## src/rtl/comp_reporter.sv

```systemverilog
// Completion reporter: drains completion addresses and frames each one as
// header, address bytes MSB-first, then an XOR checksum over the address bytes.
module comp_reporter #(
   parameter int         ADDRW = 24,
   parameter logic [7:0] HDR   = 8'hC5
) (
   input  logic             clk,
   input  logic             rst,
   input  logic [ADDRW-1:0] comp_addr,
   input  logic             comp_valid,
   output logic             comp_ready,
   output logic [7:0]       tx_data,
   output logic             tx_valid,
   input  logic             tx_ready,
   output logic             frame_done,
   output logic [15:0]      frame_count
);

   localparam int NBYTES = ADDRW / 8;
   localparam int IW     = (NBYTES > 1) ? $clog2(NBYTES) : 1;

   typedef enum logic [1:0] {ST_IDLE, ST_HDR, ST_ADDR, ST_CSUM} state_t;

   state_t           state, state_nxt;
   logic [ADDRW-1:0] shift;
   logic [7:0]       csum;
   logic [IW-1:0]    idx;
   logic             accept;
   logic             beat;

   function automatic logic [7:0] xor_bytes(input logic [ADDRW-1:0] a);
      logic [7:0] r;
      r = 8'h00;
      for (int i = 0; i < NBYTES; i++) r = r ^ a[i*8 +: 8];
      return r;
   endfunction

   always_comb begin
      state_nxt  = state;
      comp_ready = 1'b0;
      tx_valid   = 1'b0;
      tx_data    = 8'h00;
      case (state)
         ST_IDLE: begin
            // Held low during reset so the queue never hands over an address
            // that would be lost when the frame state is cleared.
            comp_ready = !rst;
            if (comp_valid && !rst) state_nxt = ST_HDR;
         end
         ST_HDR: begin
            tx_valid = 1'b1;
            tx_data  = HDR;
            if (tx_ready) state_nxt = ST_ADDR;
         end
         ST_ADDR: begin
            tx_valid = 1'b1;
            tx_data  = shift[ADDRW-1 -: 8];
            if (tx_ready && idx == IW'(NBYTES - 1)) state_nxt = ST_CSUM;
         end
         ST_CSUM: begin
            tx_valid = 1'b1;
            tx_data  = csum;
            if (tx_ready) state_nxt = ST_IDLE;
         end
         default: state_nxt = ST_IDLE;
      endcase
   end

   assign accept = comp_valid && comp_ready;
   assign beat   = tx_valid && tx_ready;

   always_ff @(posedge clk or posedge rst) begin
      if (rst) begin
         state       <= ST_IDLE;
         shift       <= '0;
         csum        <= 8'h00;
         idx         <= '0;
         frame_done  <= 1'b0;
         frame_count <= 16'h0000;
      end else begin
         state      <= state_nxt;
         frame_done <= (state == ST_CSUM) && beat;
         if (accept) begin
            shift <= comp_addr;
            csum  <= xor_bytes(comp_addr);
            idx   <= '0;
         end else if (state == ST_ADDR && beat) begin
            shift <= shift << 8;
            idx   <= idx + IW'(1);
         end
         if (state == ST_CSUM && beat) frame_count <= frame_count + 16'd1;
      end
   end

endmodule

```

## config.mk

```make
export PLATFORM = sky130hd
export DESIGN_NAME = comp_reporter
export DESIGN_NICKNAME = d
export VERILOG_FILES = /design/src/rtl/comp_reporter.sv
export SDC_FILE = /design/constraint.sdc
export NUM_CORES = 1
export LEC_CHECK = 0
export BUFFER_PORTS_ARGS = -buffer_cell sky130_fd_sc_hd__buf_2
export CAP_MARGIN = 10
export CORE_MARGIN = 1
export CORE_UTILIZATION = 25
export CTS_CLUSTER_DIAMETER = 80
export CTS_CLUSTER_SIZE = 16
export DETAILED_ROUTE_END_ITERATION = 6
export PLACE_DENSITY = 0.45
export RECOVER_POWER = 50
export SLEW_MARGIN = 20
export SYNTH_ARGS = -nofsm -noshare
export SYNTH_HDL_FRONTEND = slang
export SYNTH_SLANG_ARGS = --single-unit
```

## constraint.sdc

```tcl
create_clock -name clk -period 2.7 [get_ports clk]
set_input_delay 0.27 -clock clk [delete_from_list [all_inputs] [get_ports clk]]
set_output_delay 0.27 -clock clk [all_outputs]
set_load 0.05 [all_outputs]
```

* Yosys cells after proc, flatten, opt, wreduce, memory -nomap -nowiden
Cells that the tools add are included.
Word-level totals: register bits after elaboration 53, bits in latches 0, memory bits (writable) 0, bits in read-only memories 0, input port bits 28, output and inout bits 27, word-level logic and storage cells 41, memories kept 0
Cells by class: add/subtract/negate cells 2, multiply operators 0, divide/modulo/power cells 0, magnitude comparators 0, eq/ne operators 8, shift operators 0, mux-type cells 12, bitwise operators 2, reduce and logical (&&, ||, !) cells 11
Operators with widths (count):
- two-way mux 24 bit | 2
- case mux 8 bit (3 select lines) | 1
- adder 16 x 1 -> 16 bit, second input constant | 1
- bitwise XOR 8 bit | 2
- two-way mux 2 bit | 6
- != test 2 bit, second input constant | 4
- case mux 2 bit (4 select lines) | 1
- == test 2 bit, second input constant | 3
- logical AND 1 bit | 6
- AND reduction 4 bit | 1
- OR reduction 3 bit | 1
- adder 2 x 1 -> 2 bit, second input constant | 1
- == test 2 x 1 -> 1 bit, second input constant | 1
- logical NOT 2 bit | 1
- two-way mux 1 bit | 2
- nonzero test 2 bit | 1
- logical NOT 1 bit | 1

* Depth between registers and ports, before layout
Gate-level depths: netlist of run 1.
depth in word-level cells 7, mapped depth 9, depth with buffers taken out 6

* Worst setup path before layout of run 1
Ideal clock, no wire load.
path kind reg2reg, from reg state[1], to reg csum[2], setup time 0.129 ns, data arrival time 2.198 ns, required time 2.571 ns, setup slack 0.373 ns, stages on the path, launching flop included 9, buffers on the path 2, clock period less this slack 2.327 ns, cells stage by stage dfrtp_1 inv_1 ha_1 buf_6 nor2b_1 nand2_1 clkbuf_1 nand2_1 o21ai_0
Between the ends: cells in the longest elaborated chain, start to end 3
RTL lines:
- start, declared | RTL line 24 | state_t state, state_nxt;
- start signal, assigned | RTL line 81 | state <= state_nxt;
- logical NOT 2 bit | RTL line 43 | case (state)
- two-way mux 1 bit | RTL line 43
- via comp_ready | RTL line 11 | output logic comp_ready,
- logical AND 1 bit | RTL line 69 | assign accept = comp_valid && comp_ready;
- end signal, assigned | RTL line 85 | csum <= xor_bytes(comp_addr);
- end, declared | RTL line 26 | logic [7:0] csum;
The timed path passes the listed nets, and every way through them passes these cells. A chain may end at the register's enable or synchronous reset.

* Worst setup path after layout of run 1
from reg state[1], to out tx_data[6]
Between the ends: cells in the longest elaborated chain, start to end 2, elaborated cells between the ends (all ways) 4, those cells by class eq/ne: 3; mux: 1
RTL lines:
- == test 2 bit or == test 2 x 1 -> 1 bit (tied branches) | RTL line 43
- case mux 8 bit (3 select lines) (*) | RTL line 43
- end, declared | RTL line 12 | output logic [7:0] tx_data,
Every way passes the cells marked *; elsewhere a longest branch is shown, timed or not.

==> metrics.yaml, run 1 <==
fill_cells: 1065
vias_per_cell: 4.33
antenna_left: 0
synth-main-ff-cell: "dfrtp_1"
min_to: "shift[10]"
switching_share_pct: 45.1
initial_core_util_pct: 25.7
yosys.area_share.adder_pct: 2.98
pwr_density_cell_nw_per_um2: 1040
yosys_warnings: 0
finalWorstSetupSlack_ps: 402
pwr-share-comb_pct: 44.2
grt_pass1_vias: 1801
startpoint_type: "register"
cap_violations: 0
intPower_mw: 1.73
reg2reg_to: "frame_count[10]"
clock_path_buffers: 2
cp-end-kind: "output pin"
first_pass_iters: 4
worstPathMaxFanout: 11
area_delta_synth_final_pct: 19.6
finalCritPeriodShare_pct: 85.1
synth_top_cell_area_share_pct: 52.7
cts-buffers-inserted: 5
place.gp.congestion: 0.692
synth-xor-area-share_pct: 10.8
grt_overflow: 0
outcome: "finished clean"
critPathKind: "reg2out"
slew_viol_final: 0
synth_cell_types: 32
fmax_mhz: 435
fin_skew_ps: 13.2
fin_crit_ps: 2300
reg2reg_slack_ps: 610
port_buffers: 54
maxSlewHeadroom_pct: 12.2
total_leakage_power_nw: 1.47
rsz0062_at_grt: "no"
synthMuxAreaShare_pct: 0.895
worstMarginPinSlew_ps: 1320
worstSkewPairLatency_ps: 310
ys_top_cells_by_count: "dfrtp_1, nand2_1, a22oi_1"
place_worst_setup_slack_ps: 609
synthSimpleGateAreaFrac_pct: 16.0
htree_levels: 2
fp.dieH_um: 102
synth_seq_cells: 53
slowest_stage: "ha_1"
p_sw_mw: 1.41
synth_area_leaders: "dfrtp_1, nand2_1, a22oi_1"
setup_violations: 0
crit_chain: "ha_1 -> a22oi_1 -> a21oi_1 -> buf_2"
cts.sinks: 53
hold_depth: 3
post-cts-setup-buffers: 0
dieArea_um2: 10500
synth.yosys.seq_area_share_pct: 52.7
holdCritPathClass: "in2reg"
postCtsHoldBufs: 0
drive_gt1_share_pct: 19.7
cp.required_ps: 2430
grt_pass1_wl_um: 9140
synth_nets: 274
post_drt_wl_per_cell_um: 13.2
pwr-share-seq_pct: 40.1
ir_drop_mv: 0.429
fin_tns_setup_ps: 0
dp.final_hpwl_um: 3970
root_buffer: "clkbuf_8"
fp-row-count: 36
hold_path_startpoint: "comp_addr[10]"
placed_cell_area_um2: 2930
slowest_delay_ps: 520
synth-edff-count: 0
postSynthAreaPerCell_um2: 10.5
cts.repair.resized: 0
antenna_found_initial: 0
synth-compound-area-share_pct: 13.5
drtIter0Drc: 138
finalNetCount: 328
timing.rr.start: "state[1]"
hold_viol: 0
yosysTopAreaCell: "dfrtp_1"
tritoncts: "built"
grt_max_degree: 54
clkTransAtPathRegs_ps: 100
final_cell_area_um2: 3010
drt-total-wl_um: 5660
async_flop_share_pct: 100
antenna_cells: 0
vias: 1852
grt.total_usage_pct: 11.4
fp.dieW_um: 102
drc: 0
worstPathArrival_ps: 2030
io_pins: 55
power_frac_clock_pct: 15.7
synth_top_family_by_area: "simple AND/OR/NAND/NOR gates"
fin_util_pct: 30.8
rr_worst_depth: 5
syn-cell-area_um2: 2520
synthCells: 240
core_um2: 9770
power by group through the flow:
stage / combinational, mW / sequential (mW) / clock [mW]
after global routing: 1.53 / 1.29 / 0.541
final: 1.39 / 1.26 / 0.493
after detailed placement: 1.40 / 1.27 / 0
after floorplan: 1.01 / 1.33 / 0
after global placement: 1.39 / 1.27 / 0
after CTS: 1.41 / 1.26 / 0.512
final cells by class:
class | count | area [um^2] | share of cell area, %
repair buffers | 58 | 280 | 9.31
inverters | 7 | 26.3 | 0.873
multi-input cells | 169 | 1110 | 36.9
flip-flops and latches | 53 | 1330 | 44.1
clock buffers | 6 | 82.6 | 2.74
well taps | 133 | 166 | 5.53
clock inverters | 2 | 17.5 | 0.582
state kept, by name (all words and copies together), names as in the netlist:
name         flops
idx              2
csum             8
state            2
frame_done       1
shift           24
frame_count     16
worst max-delay path by stage:
stage                        start               to  slack (ps)
final                     state[1]       tx_data[6]         400
after global routing      state[1]       tx_data[6]         210
after CTS                 state[1]       tx_data[6]         410
after global placement    state[1]   frame_count[9]         650
after detailed placement  state[1]  frame_count[13]         610
after floorplan           state[1]          csum[2]         370
kinds of logic after synthesis:
logic type | Yosys count
AOI/OAI and AO/OA | 48
adders and majority gates | 6
muxes | 2
and+or+nand+nor | 82
xor gates and xnor gates | 31
DFF | 53
buffers and inverters | 18
critical path, delay by kind of cell (launching register included):
family          cells  cell delay [ps]
compound gates      2              400
fa+ha+maj           1              520
buf+inv             1              290
flops               1              510
layer usage:
layer  track usage (%)  wire length (um)  share of wire [%]
met5                 0                 0                  0
met4              3.52                99                1.7
met3              2.46               172                3.0
met2              16.2              2480                 44
met1              17.0              2910                 51
placed cells by master, fill, tap and decap left out, drive strengths merged:
cell / instances
nand3b: 1
a21oi: 6
a22oi: 24
o32a: 1
and3b: 2
dfrtp: 53
nor3: 3
clkbuf: 21
or2: 1
nand3: 5
o21ai: 8
buf: 43
xnor2: 20
a22o: 9
nor2b: 1
ha: 6
nor2: 9
and4: 3
nand2b: 1
nand2: 53
clkinv: 1
nor4: 1
mux2: 2
xor2: 11
nand4: 2
inv: 8
per-stage QoR:
step,cells,total power [mW],hold WS (ps)
2_1_floorplan,240,2.34,398
3_3_place_gp,420,2.66,457
3_5_place_dp,420,2.67,463
4_1_cts,428,3.18,188
5_1_grt,428,3.37,194
6_report,428,3.14,194
(Power assumes the default switching activity.)
==> inputs of run 2 (changes only) <==
--- a/config.mk
+++ b/config.mk
@@ -12,9 +12,10 @@
 export CTS_CLUSTER_DIAMETER = 80
 export CTS_CLUSTER_SIZE = 16
 export DETAILED_ROUTE_END_ITERATION = 6
+export MAX_ROUTING_LAYER = met4
 export PLACE_DENSITY = 0.45
 export RECOVER_POWER = 50
-export SLEW_MARGIN = 20
+export SLEW_MARGIN = 10
 export SYNTH_ARGS = -nofsm -noshare
 export SYNTH_HDL_FRONTEND = slang
 export SYNTH_SLANG_ARGS = --single-unit
==> run 2 against run 1 <==
Non-clock buffer count stayed put. Critical endpoint is now tx_data[2]. Register-to-register slack hardly changed. Critical path depth stayed put. Worst hold slack hardly changed. Sequential cell count stayed put. Sequential power hardly changed. Die area stayed put. Cell area stayed put.
==> metrics.yaml, run 2 (synthesized netlist as in run 1, its figures left out) <==
grt_pass1_vias: 1792
core_um2: 9770
cts.sinks: 53
timing.rr.start: "state[1]"
hold_path_startpoint: "comp_addr[10]"
dieArea_um2: 10500
rsz0062_at_grt: "no"
cts.repair.resized: 0
post-cts-setup-buffers: 0
fin_skew_ps: 13.5
cts-buffers-inserted: 5
p_sw_mw: 1.41
switching_share_pct: 45.0
initial_core_util_pct: 25.7
critPathKind: "reg2out"
crit_start: "state[1]"
drtIter0Drc: 144
clkTransAtPathRegs_ps: 100
worstPathArrival_ps: 2020
worstMarginPinSlew_ps: 1310
postCtsHoldBufs: 0
drive_gt1_share_pct: 19.7
fp.dieW_um: 102
antenna_cells: 0
startpoint_type: "register"
power_frac_clock_pct: 15.7
fin_tns_setup_ps: 0
grt_max_degree: 54
clock_path_buffers: 2
ir_drop_mv: 0.428
fin_crit_ps: 2290
fp-row-count: 36
finalNetCount: 328
port_buffers: 54
maxSlewHeadroom_pct: 12.8
hold_viol: 0
area_delta_synth_final_pct: 19.6
root_buffer: "clkbuf_8"
grt.total_usage_pct: 11.7
fmax_mhz: 437
total_leakage_power_nw: 1.47
antenna_left: 0
dp.final_hpwl_um: 3970
worstSkewPairLatency_ps: 320
drc: 0
pwr-share-comb_pct: 44.2
pwr-share-seq_pct: 40.1
cp.required_ps: 2430
antenna_found_initial: 0
vias_per_cell: 4.37
io_pins: 55
post_drt_wl_per_cell_um: 13.2
drt-total-wl_um: 5650
pwr_density_cell_nw_per_um2: 1040
worstPathMaxFanout: 12
final_cell_mix: "nand2_1, dfrtp_1, buf_2, a22oi_1, xnor2_1"
setup_violations: 0
htree_levels: 2
cp-end-kind: "output pin"
place_worst_setup_slack_ps: 609
total_power_mw: 3.14
cap_violations: 0
slew_viol_final: 0
intPower_mw: 1.73
fp.dieH_um: 102
finalWorstSetupSlack_ps: 410
grt_pass1_wl_um: 9140
hold_ws_ps: 193
first_pass_iters: 4
holdCritPathClass: "in2reg"
reg.largest.list: "shift x24, frame_count x16, csum x8"
tritoncts: "built"
registers.top_by_ff_count: "shift"
finalCritPeriodShare_pct: 84.8
grt_overflow: 0
outcome: "finished clean"
vias: 1872
largest_register_ff_count: 24
place.gp.congestion: 0.700
[run 2: cell counts in the layout (fill, tap and decap cells not counted)]
No cell type changed its count.
[run 2: path summary, 6_finish.rpt]
check	to	slack, ps	cells past startpoint
max in group asynchronous	frame_count[11]	1460	3
min in group asynchronous	csum[7]	450	3
min reg2reg	shift[22]	480	2
min	shift[10]	190	3
max reg2reg	frame_count[10]	610	5
max	tx_data[2]	410	4
[run 2: through the flow]
stage	utilization [%]	instances	cell area [um^2]
2_1_floorplan	-	240	2520
3_3_place_gp	30.0	420	2930
3_5_place_dp	30.0	420	2930
4_1_cts	31.0	428	3030
5_1_grt	30.8	428	3010
6_report	30.8	428	3010
[run 2: area by class of cell]
type | instances | area [um^2]
Clock buffer | 6 | 82.6
Clock inverter | 2 | 17.5
Fill cell | 1065 | 6770
Inverter | 7 | 26.3
Multi-Input combinational cell | 169 | 1110
Sequential cell | 53 | 1330
Tap cell | 133 | 166
Timing Repair Buffer | 58 | 280
[run 2: power groups by stage]
stage               clock network [mW]  registers (mW)  logic [mW]
global route                     0.541            1.29        1.53
CTS                              0.512            1.26        1.41
global placement                     0            1.27        1.39
detailed placement                   0            1.27        1.40
floorplan                            0            1.33        1.01
finish                           0.493            1.26        1.39
[run 2: worst max-delay path, stage by stage (launching register included)]
cell and delay [ps]:
dfrtp_1 510, ha_1 500, a22oi_1 220, a21oi_1 190, buf_2 280
[run 2: layer usage]
metal | routed length [um] | up-vias | share of wire [%] | GRT usage [%]
met5 | 0 | - | 0 | -
met4 | 101 | 0 | 1.8 | 3.52
met3 | 198 | 7 | 3.5 | 2.46
met2 | 2540 | 39 | 45 | 16.2
met1 | 2810 | 900 | 50 | 17.1
li1 | - | 926 | - | -
